**src/rtl/bp_be_stride_prefetch_gen.sv**
```systemverilog
// Stride prefetch generator: tracks confirmed load streams and issues
// prefetch addresses to the dcache prefetch port over ready/valid.
module bp_be_stride_prefetch_gen #(
  parameter int vaddr_width_p          = 39
 ,parameter int stride_width_p         = 8
 ,parameter int effective_addr_width_p = vaddr_width_p
 ,parameter int streams_p              = 4
 ,parameter int prefetch_degree_p      = 2
 ,parameter int prefetch_distance_p    = 1
 ,parameter int line_offset_width_p    = 6
) (
  input  logic                              clk_i
 ,input  logic                              reset_n_i
 ,input  logic                              start_discovery_i
 ,input  logic                              confirm_discovery_i
 ,input  logic [vaddr_width_p-1:0]          striding_pc_i
 ,input  logic [effective_addr_width_p-1:0] eff_addr_i
 ,input  logic [stride_width_p-1:0]         stride_i
 ,input  logic                              flush_i
 ,output logic                              pf_v_o
 ,output logic [effective_addr_width_p-1:0] pf_addr_o
 ,input  logic                              pf_ready_i
 ,output logic [streams_p-1:0]              stream_v_o
);

  localparam int iw_lp = $clog2(streams_p);
  localparam int ea_lp = effective_addr_width_p;
  localparam int lw_lp = ea_lp - line_offset_width_p;
  localparam logic [ea_lp-1:0] dist_lp = ea_lp'(prefetch_distance_p);
  localparam logic [2:0] degree_lp = 3'(prefetch_degree_p);

  logic [streams_p-1:0]     v_q, llv_q;
  logic [vaddr_width_p-1:0] pc_q     [streams_p];
  logic [ea_lp-1:0]         next_q   [streams_p];
  logic [ea_lp-1:0]         stride_q [streams_p];
  logic [2:0]               rem_q    [streams_p];
  logic [lw_lp-1:0]         ll_q     [streams_p];
  logic [iw_lp-1:0]         victim_q, last_q;
  logic                     pf_v_q;
  logic [ea_lp-1:0]         pf_addr_q;

  logic                 hit, free;
  logic [iw_lp-1:0]     hit_idx, free_idx, wr_idx;
  logic                 cfm, inv;
  logic [ea_lp-1:0]     stride_ext, new_next;
  logic [streams_p-1:0] wr_mask, req;

  always_comb begin
    hit      = 1'b0;
    hit_idx  = '0;
    free     = 1'b0;
    free_idx = '0;
    for (int i = streams_p-1; i >= 0; i--) begin
      if (v_q[i] && pc_q[i] == striding_pc_i) begin
        hit     = 1'b1;
        hit_idx = iw_lp'(i);
      end
      if (!v_q[i]) begin
        free     = 1'b1;
        free_idx = iw_lp'(i);
      end
    end
  end

  assign cfm = confirm_discovery_i && (stride_i != '0) && !flush_i;
  assign inv = start_discovery_i && !confirm_discovery_i
            && hit && !flush_i;
  assign wr_idx = hit ? hit_idx : (free ? free_idx : victim_q);
  assign stride_ext = {{(ea_lp-stride_width_p){stride_i[stride_width_p-1]}}
                      , stride_i};
  assign new_next = eff_addr_i + stride_ext * dist_lp;

  // Entries touched by the table update sit out arbitration this cycle
  always_comb begin
    wr_mask = '0;
    if (cfm)      wr_mask[wr_idx]  = 1'b1;
    else if (inv) wr_mask[hit_idx] = 1'b1;
    for (int i = 0; i < streams_p; i++)
      req[i] = v_q[i] && (rem_q[i] != '0) && !wr_mask[i];
  end

  logic             gnt_v;
  logic [iw_lp-1:0] gnt_idx, cand;

  always_comb begin
    gnt_v   = 1'b0;
    gnt_idx = last_q;
    cand    = last_q;
    for (int k = streams_p; k >= 1; k--) begin
      cand = last_q + iw_lp'(k);
      if (req[cand]) begin
        gnt_v   = 1'b1;
        gnt_idx = cand;
      end
    end
  end

  logic [ea_lp-1:0] sel_next;
  logic [lw_lp-1:0] sel_line;
  logic             dup, load_ok, issue;

  assign sel_next = next_q[gnt_idx];
  assign sel_line = sel_next[ea_lp-1:line_offset_width_p];
  assign dup      = llv_q[gnt_idx] && (ll_q[gnt_idx] == sel_line);
  assign load_ok  = !pf_v_q || pf_ready_i;
  assign issue    = load_ok && gnt_v;

  always_ff @(posedge clk_i) begin
    if (!reset_n_i) begin
      v_q       <= '0;
      llv_q     <= '0;
      victim_q  <= '0;
      last_q    <= '0;
      pf_v_q    <= 1'b0;
      pf_addr_q <= '0;
    end else if (flush_i) begin
      v_q    <= '0;
      pf_v_q <= 1'b0;
    end else begin
      if (issue) begin
        next_q[gnt_idx] <= sel_next + stride_q[gnt_idx];
        rem_q[gnt_idx]  <= rem_q[gnt_idx] - 3'd1;
        last_q          <= gnt_idx;
        if (!dup) begin
          ll_q[gnt_idx]  <= sel_line;
          llv_q[gnt_idx] <= 1'b1;
          pf_addr_q      <= sel_next;
        end
      end
      if (load_ok) pf_v_q <= issue && !dup;
      if (cfm) begin
        v_q[wr_idx]      <= 1'b1;
        next_q[wr_idx]   <= new_next;
        stride_q[wr_idx] <= stride_ext;
        rem_q[wr_idx]    <= degree_lp;
        if (!hit) begin
          pc_q[wr_idx]  <= striding_pc_i;
          llv_q[wr_idx] <= 1'b0;
          if (!free) victim_q <= victim_q + 1'b1;
        end
      end else if (inv) begin
        v_q[hit_idx] <= 1'b0;
      end
    end
  end

  assign pf_v_o     = pf_v_q;
  assign pf_addr_o  = pf_addr_q;
  assign stream_v_o = v_q;

endmodule
```
**config.mk**
```make
export PLATFORM = sky130hd
export DESIGN_NAME = bp_be_stride_prefetch_gen
export DESIGN_NICKNAME = d
export VERILOG_FILES = /design/src/rtl/bp_be_stride_prefetch_gen.sv
export SDC_FILE = /design/constraint.sdc
export NUM_CORES = 1
export LEC_CHECK = 0
export BUFFER_PORTS_ARGS = -buffer_cell sky130_fd_sc_hd__buf_2
export CAP_MARGIN = 20
export CORE_MARGIN = 1
export CORE_UTILIZATION = 50
export DETAILED_ROUTE_END_ITERATION = 10
export GPL_ROUTABILITY_DRIVEN = 0
export GPL_TIMING_DRIVEN = 1
export PLACE_DENSITY = 0.74
export SETUP_SLACK_MARGIN = 0.3
export SLEW_MARGIN = 20
export SYNTH_ARGS = -nofsm -noshare
export SYNTH_HDL_FRONTEND = slang
export SYNTH_SLANG_ARGS = --single-unit
```
**constraint.sdc**
```tcl
create_clock -name clk_i -period 10.94 [get_ports clk_i]
set_input_delay 1.094 -clock clk_i [delete_from_list [all_inputs] [get_ports clk_i]]
set_output_delay 1.094 -clock clk_i [all_outputs]
set_load 0.03 [all_outputs]
```
==> metrics.txt, run 1 <==
global-route wire length before repair=roughly 110 mm; vias=20,200; synth-to-layout area growth=12.1%; most frequent cells in the layout=edfxtp_1 (476), nand2_1 (236), xnor2_1 (202), nor2_1 (171), o21ai_0 (171); reg2reg start=pc_q[0][27]; final net count=approximately 2,700; slowest stage delay, CP=0.75 ns; antenna violations before repair=0; setup TNS=0 ns; Worst Path Max Fanout=36; # DRC=0; DR vias/cell=6.01; Post-Synthesis Cells=around 2,400; pin count of the biggest net entering global routing=85; path depth of the worst reg2reg path=25; Mapped Nets=2,604; period utilization=76.4%; post-synthesis sequential area ratio=a little under three fifths; # hold bufs at CTS=0; Hold Crit Class=reg -> reg; TritonCTS clock tree=done; Die Y=between 200 and 250 um; RSZ-0062 raised after global routing=no; post-CTS sizing=0; worst skew pair latency=roughly 0.65 ns; Antenna Cells=0; Synth Register Bits=540; vias in the first global route=roughly 20,000; most common cell after layout, fill and taps aside=edfxtp_1; FFs w/ async S/R, synth=0%; Synth cell types=~90; DIE WIDTH=239 um; CTS sink count=between 500 and 600; delay-heaviest family, CP=compound AO/OA/AOI/OAI gates; CTS Buf Count=56; relative slew slack=about 40%; DRT antenna net count=0; outcome=completed; Hold Crit Depth=2; Slew Limit Fails=0; DRT Pass-1 Iters=5; clock root buffer master=clkbuf_16; Site Rows=86; CTS clk-pin slew, worst paths=0.06 ns; FF-to-FF End=next_q[3][36]; Worst Clk Skew=between 0.03 and 0.04 ns; slowest CP cell=nor4_1; total gr overflow=0; Syn Std Cell Area=around 0.028 mm2; Critical Path RT=11.29 ns; Setup crit start kind=primary input; number of synthesized flops with an enable pin=around 480; Initial DRC Count=about 2,000; share of cells above drive strength 1=between 10% and 20%; Stages on worst setup path=26; Hold Fails Final Rpt=0; R2R setup slack=2.83 ns; Setup Buffers After CTS=0; hold endpoint=pf_addr_o[35]; clock buffer depth=3; die area=0.0570 mm2; average size of a mapped cell=roughly 12 um2; Main synth FF type=edfxtp_1; Final Setup Violations=0; Top Ports=136; most used cell, CP=nand2_1; Hold Crit Start=pf_addr_o[35]; Final Cell Area=~0.031 mm2; Max Clk Rate=0.120 GHz; Fill cells=roughly 4,500; Leakage=around 11 nW; CP bufs+invs=2; Crit. End Element=register; Area after DPL=approximately 0.030 mm2; Syn. warnings=0; H-tree depth=2; maxcap violations=0; Pwr Density=155 mW/mm2; Worst Setup Path Type=in -> reg; dpl hpwl=49.8 mm; IO Port Bufs=approximately 140; wirelength, routed=~74 mm; total global routing track utilization=around 26%; Core ar.=around 0.055 mm2; Worst Tran Pin Value=roughly 0.90 ns; Initial Utilization=about half; crit path time final=about 8.4 ns; worst path arrival time=a little under 9 ns; peak supply drop=approximately 0.14 mV; DR WL/cell=21.9 um
-- synthesized netlist by cell type, types with 12 or more instances --
master / count / area (um2)
edfxtp_1: 476 / 14300
nand2_1: 242 / 908
xnor2_1: 202 / 1770
nor2_1: 175 / 657
o21ai_0: 171 / 856
a21oi_1: 131 / 656
mux2i_1: 125 / 1250
nand4_1: 80 / 500
ha_1: 74 / 926
clkbuf_1: 70 / 263
dfxtp_1: 64 / 1280
mux2_2: 64 / 721
xor2_1: 50 / 438
nand2b_1: 49 / 307
inv_1: 48 / 180
nand3_1: 42 / 210
nor4_1: 32 / 200
nor3_1: 27 / 135
a21o_1: 26 / 195
and3_1: 23 / 144
o21bai_1: 19 / 143
buf_2: 17 / 85.1
buf_1: 14 / 52.6
a222oi_1: 12 / 120
-- layout make-up --
cell class / count / area [um2] / area share, %
well taps: 748 / 936 / 2.98
multi-input cells: 1730 / 11800 / 37.5
clock buffers: 73 / 1500 / 4.76
repair buffers: 188 / 1100 / 3.50
flip-flops and latches: 540 / 15600 / 49.6
clock inverters: 31 / 349 / 1.11
inverters: 49 / 184 / 0.585
-- sequential cells by signal (all words and copies together) (netlist names), 4 cells and up --
signal      count
ll_q          132
pf_addr_o      39
llv_q           4
rem_q          12
next_q        156
stream_v_o      4
stride_q       32
pc_q          156
-- layer usage --
metal | up-vias | global-route usage [%] | part of all wire, %
met1 | 9734 | 33.7 | 40
met4 | 0 | 12.1 | 4.5
met5 | - | 0 | 0
li1 | 9285 | - | -
met2 | 969 | 41.8 | 48
met3 | 183 | 3.61 | 7.8
-- worst max-delay path by stage --
stage | from | end
after floorplan | striding_pc_i[6] | next_q[1][22]
after global placement | striding_pc_i[30] | next_q[0][36]
after detailed placement | striding_pc_i[30] | next_q[3][36]
after CTS | striding_pc_i[30] | next_q[3][36]
after global routing | striding_pc_i[27] | next_q[0][36]
final | striding_pc_i[27] | next_q[3][36]
-- cell families after synthesis --
group	Yosys count	synth area share, %
AND/OR/NAND/NOR	730	12.5
XOR/XNOR	252	7.87
multiplexers	198	7.42
AO/OA/AOI/OAI	473	10.6
buffers and inverters	166	2.66
adder cells (fa/ha/maj)	77	3.48
flip-flops	540	55.5
-- worst min-delay path, stage by stage, from the launching register on --
cell and delay, ns:
dfxtp_1 0.32, mux2i_1 0.06, nor2_1 0.07
-- report_power, final --
part / switching [mW] / internal, mW
clock: 0.820 / 1.11
combinational: 0.414 / 0.231
sequential: 0.00961 / 2.30
-- metrics by stage --
step	instances	power (mW)	setup slack, ns	hold slack, ns	util (%)
after floorplan	2436	2.79	2.97	0.451	-
after global placement	3255	2.96	2.48	0.465	53.5
after detailed placement	3255	2.99	2.30	0.475	53.5
after CTS	3359	4.90	2.92	0.489	56.8
after global routing	3359	5.03	2.13	0.508	56.8
final	3359	4.88	2.58	0.489	56.8
No activity file was read; power rests on OpenSTA's default activity.
==> run 2: changes to the inputs <==
--- a/config.mk
+++ b/config.mk
@@ -5,6 +5,7 @@
 export SDC_FILE = /design/constraint.sdc
 export NUM_CORES = 1
 export LEC_CHECK = 0
+export ABC_AREA = 1
 export BUFFER_PORTS_ARGS = -buffer_cell sky130_fd_sc_hd__buf_2
 export CAP_MARGIN = 20
 export CORE_MARGIN = 1
@@ -12,7 +13,7 @@
 export DETAILED_ROUTE_END_ITERATION = 10
 export GPL_ROUTABILITY_DRIVEN = 0
 export GPL_TIMING_DRIVEN = 1
-export PLACE_DENSITY = 0.74
+export PLACE_DENSITY = 0.77
 export SETUP_SLACK_MARGIN = 0.3
 export SLEW_MARGIN = 20
 export SYNTH_ARGS = -nofsm -noshare
==> constraint.sdc (replaced) <==
create_clock -name clk_i -period 7.52 [get_ports clk_i]
set_input_delay 0.752 -clock clk_i [delete_from_list [all_inputs] [get_ports clk_i]]
set_output_delay 0.752 -clock clk_i [all_outputs]
set_load 0.03 [all_outputs]
==> run 2 against run 1 <==
  * Global-route usage up 3.7 points
  * Sequential power grew 110%
  * Power grew to 3.8 times the previous value
  * Largest power group is now combinational cells
  * Worst setup slack worse by 1.7 ns
  * Synthesized area up 8.3%
  * Critical path depth increased by 12
  * Die area is 8.2% higher
  * Register-to-register slack got worse by 2.0 ns
  * Via count up 33%
==> metrics.txt, run 2 <==
Syn Std Cell Area=0.0304 mm2 (+8.3%); worst path arrival time=7.05 ns (-1.66 ns); Worst Clk Skew=0.0379 ns (-0.000645 ns); Leakage=15.0 nW (+34%); Max Clk Rate=0.150 GHz; Main synth FF type=edfxtp_1; Setup crit start kind=register; peak supply drop=0.353 mV (+150%); hold endpoint=stride_q[2][3]; DR WL/cell=19.7 um (-10%); total gr overflow=0 (unchanged); outcome=completed; met1 Usage GRT=39.7% (+6.0 points); Synth Register Bits=540 (unchanged); top-area cell type share of the netlist area=47.1% (-3.9 points); Synth area leader=edfxtp_1; FF-to-FF End=next_q[0][35]; met3 global-route usage=5.16% (+1.5 points); global-route wire length before repair=140 mm (+25%); CTS Buf Count=57 (+1.8%); Site Rows=89 (+3.5%); final core area utilization=57.2% (+0.37 points); vias in the first global route=25,000 (+27%); vias=26,700 (+33%); Worst Path Max Fanout=19 (-47%); most common cell after layout, fill and taps aside=nand2_1; Mapped Nets=3,867 (+49%); cell with the most instances after synthesis=nand2_1; clock buffer depth=3 (unchanged); R2R setup slack=0.85 ns (-1.98 ns); commonest cells in the netlist=nand2_1 (1,275), edfxtp_1 (476), inv_1 (389); slowest stage delay, CP=0.47 ns (-0.28 ns); most used cell, CP=nand2_1; Crit. End Element=register; relative slew slack=27.9% (-12 points); Initial Utilization=51.1% (+0.37 points); Final Setup Violations=0 (unchanged); Die Y=248 um (+4.0%); synth-to-layout area growth=12.0% (about the same); Slew Limit Fails=0 (unchanged); Synth cell types=59 (-35%); average size of a mapped cell=8.21 um2 (-29%); Inst Count DP=4,575 (+41%); total global routing track utilization=29.3% (+3.7 points); Hold Crit Depth=1 (-1); post-CTS sizing=0 (unchanged); clock root buffer master=clkbuf_16; RSZ-0062 raised after global routing=no; number of synthesized flops with an enable pin=476 (unchanged); CP bufs+invs=5 (+3); Initial DRC Count=3,687 (+89%); Hold Crit Start=stride_i[3]; path depth of the worst reg2reg path=38 (+52%); # hold bufs at CTS=0 (unchanged); largest registers=next_q (156), pc_q (156), ll_q (132); Worst Setup Path Type=reg -> reg; top post-synthesis cells by area=edfxtp_1 (47%), nand2_1 (16%), inv_1 (4.8%); Pwr Density=544 mW/mm2 (+250%); Final Cell Area=0.0340 mm2 (+8.2%); wirelength, routed=92.1 mm (+25%); Hold Fails Final Rpt=0 (unchanged); DR vias/cell=5.71 (-4.9%); setup TNS=0 ns (unchanged); H-tree depth=2 (unchanged); delay-heaviest family, CP=simple AND/OR/NAND/NOR gates; Top Ports=136 (unchanged); Setup Buffers After CTS=0 (unchanged); FFs w/ async S/R, synth=0% (unchanged); CTS sink count=540 (unchanged); crit path time final=6.67 ns; most frequent cells in the layout=nand2_1 (1,275), edfxtp_1 (476), inv_1 (388), nor2_1 (366), nand3_1 (212); Core ar.=0.0595 mm2 (+7.5%); Post-Synthesis Cells=3,699 (+52%); slowest CP cell=xnor2_1; IO Port Bufs=135 (unchanged); Critical Path RT=7.90 ns (-3.39 ns); reg2reg start=pc_q[3][12]; Area after DPL=0.0321 mm2 (+8.6%); GRT met2 Usage=46.5% (+4.6 points); gr busiest metal=met2; Cell Count, Final, Fillers Out=4,684 (+39%); antenna violations before repair=2 (+2); die area=0.0617 mm2 (+8.2%); CTS clk-pin slew, worst paths=0.06 ns (about the same); worst skew pair latency=0.64 ns (about the same); final net count=4,032 (+48%); share of cells above drive strength 1=9.95% (-4.8 points); Syn. warnings=0 (unchanged); # DRC=0 (unchanged); Hold Crit Class=in -> reg; post-synthesis sequential area ratio=51.3% (-4.3 points); pin count of the biggest net entering global routing=50 (-41%); DRT Pass-1 Iters=8 (+3); TritonCTS clock tree=done; DIE WIDTH=248 um (+4.0%); Worst Tran Pin Value=1.08 ns (+0.183 ns); maxcap violations=0 (unchanged); dpl hpwl=66.8 mm (+34%); period utilization=between 80 and 90%; DRT antenna net count=0 (unchanged); worst hold slack=0.407 ns (-0.0827 ns)
==> run 2: changes by cell type after synthesis, sizes merged, moves of 25 or more <==
cell    before   now
a21oi      138   107
nand2b      49     0
o22ai        4    48
mux2i      125     0
inv         48   434
nand2      243  1286
a21o        26     1
xnor2      202    43
nor2       175   395
nand3       43   217
clkbuf      70    44
mux2        73     0
==> run 2: stage by stage <==
| stage | setup WS [ns] | total power [mW] |
|---|---|---|
| after floorplan | 0.934 | 12.3 |
| after global placement | 0.467 | 15.1 |
| after detailed placement | 0.430 | 15.4 |
| after CTS | 1.05 | 18.2 |
| after global routing | 0.309 | 19.8 |
| final | 0.847 | 18.5 |
==> run 2: where the power goes <==
part,internal (mW),switching (mW),total (mW)
logic,3.34,7.54,10.9
clock network,1.57,1.20,2.77
registers,4.76,0.0992,4.86
total,9.67,8.84,18.5
==> run 2: metal layers <==
layer	part of all wire (%)	wire, um
met1	39	35700
met2	45	41800
met3	12	10800
met4	4.1	3790
met5	0	0
==> run 2: cells by family (layout without fill, tap and decap cells) <==
family / count (synthesis) / after routing / share of synthesized area, %
xor+xnor: 110 / 110 / 3.20
other cells: 0 / 1 / 0
flops: 540 / 540 / 51.3
fa+ha+maj: 76 / 76 / 3.18
simple gates: 2043 / 2043 / 27.8
buf+inv: 528 / 739 / 7.02
compound gates: 402 / 402 / 7.53
==> run 2: how the worst max path moves through the flow <==
stage | startpoint | end | depth (start not counted)
final | pc_q[3][12] | next_q[0][35] | 38
after global routing | pc_q[3][12] | next_q[1][18] | 38
after CTS | pc_q[3][12] | next_q[0][35] | 36
after detailed placement | striding_pc_i[29] | next_q[0][35] | 38
after global placement | striding_pc_i[29] | next_q[2][35] | 38
after floorplan | striding_pc_i[30] | next_q[0][0] | 25
==> run 2: area by class of cell <==
class | instances | area, um2
inverters | 435 | 1640
multi-input cells | 2631 | 12800
diodes | 1 | 2.50
well taps | 773 | 967
flip-flops and latches | 540 | 15600
clock buffers | 73 | 1530
repair buffers | 199 | 1230
clock inverters | 32 | 278
fillers | 5248 | 25500
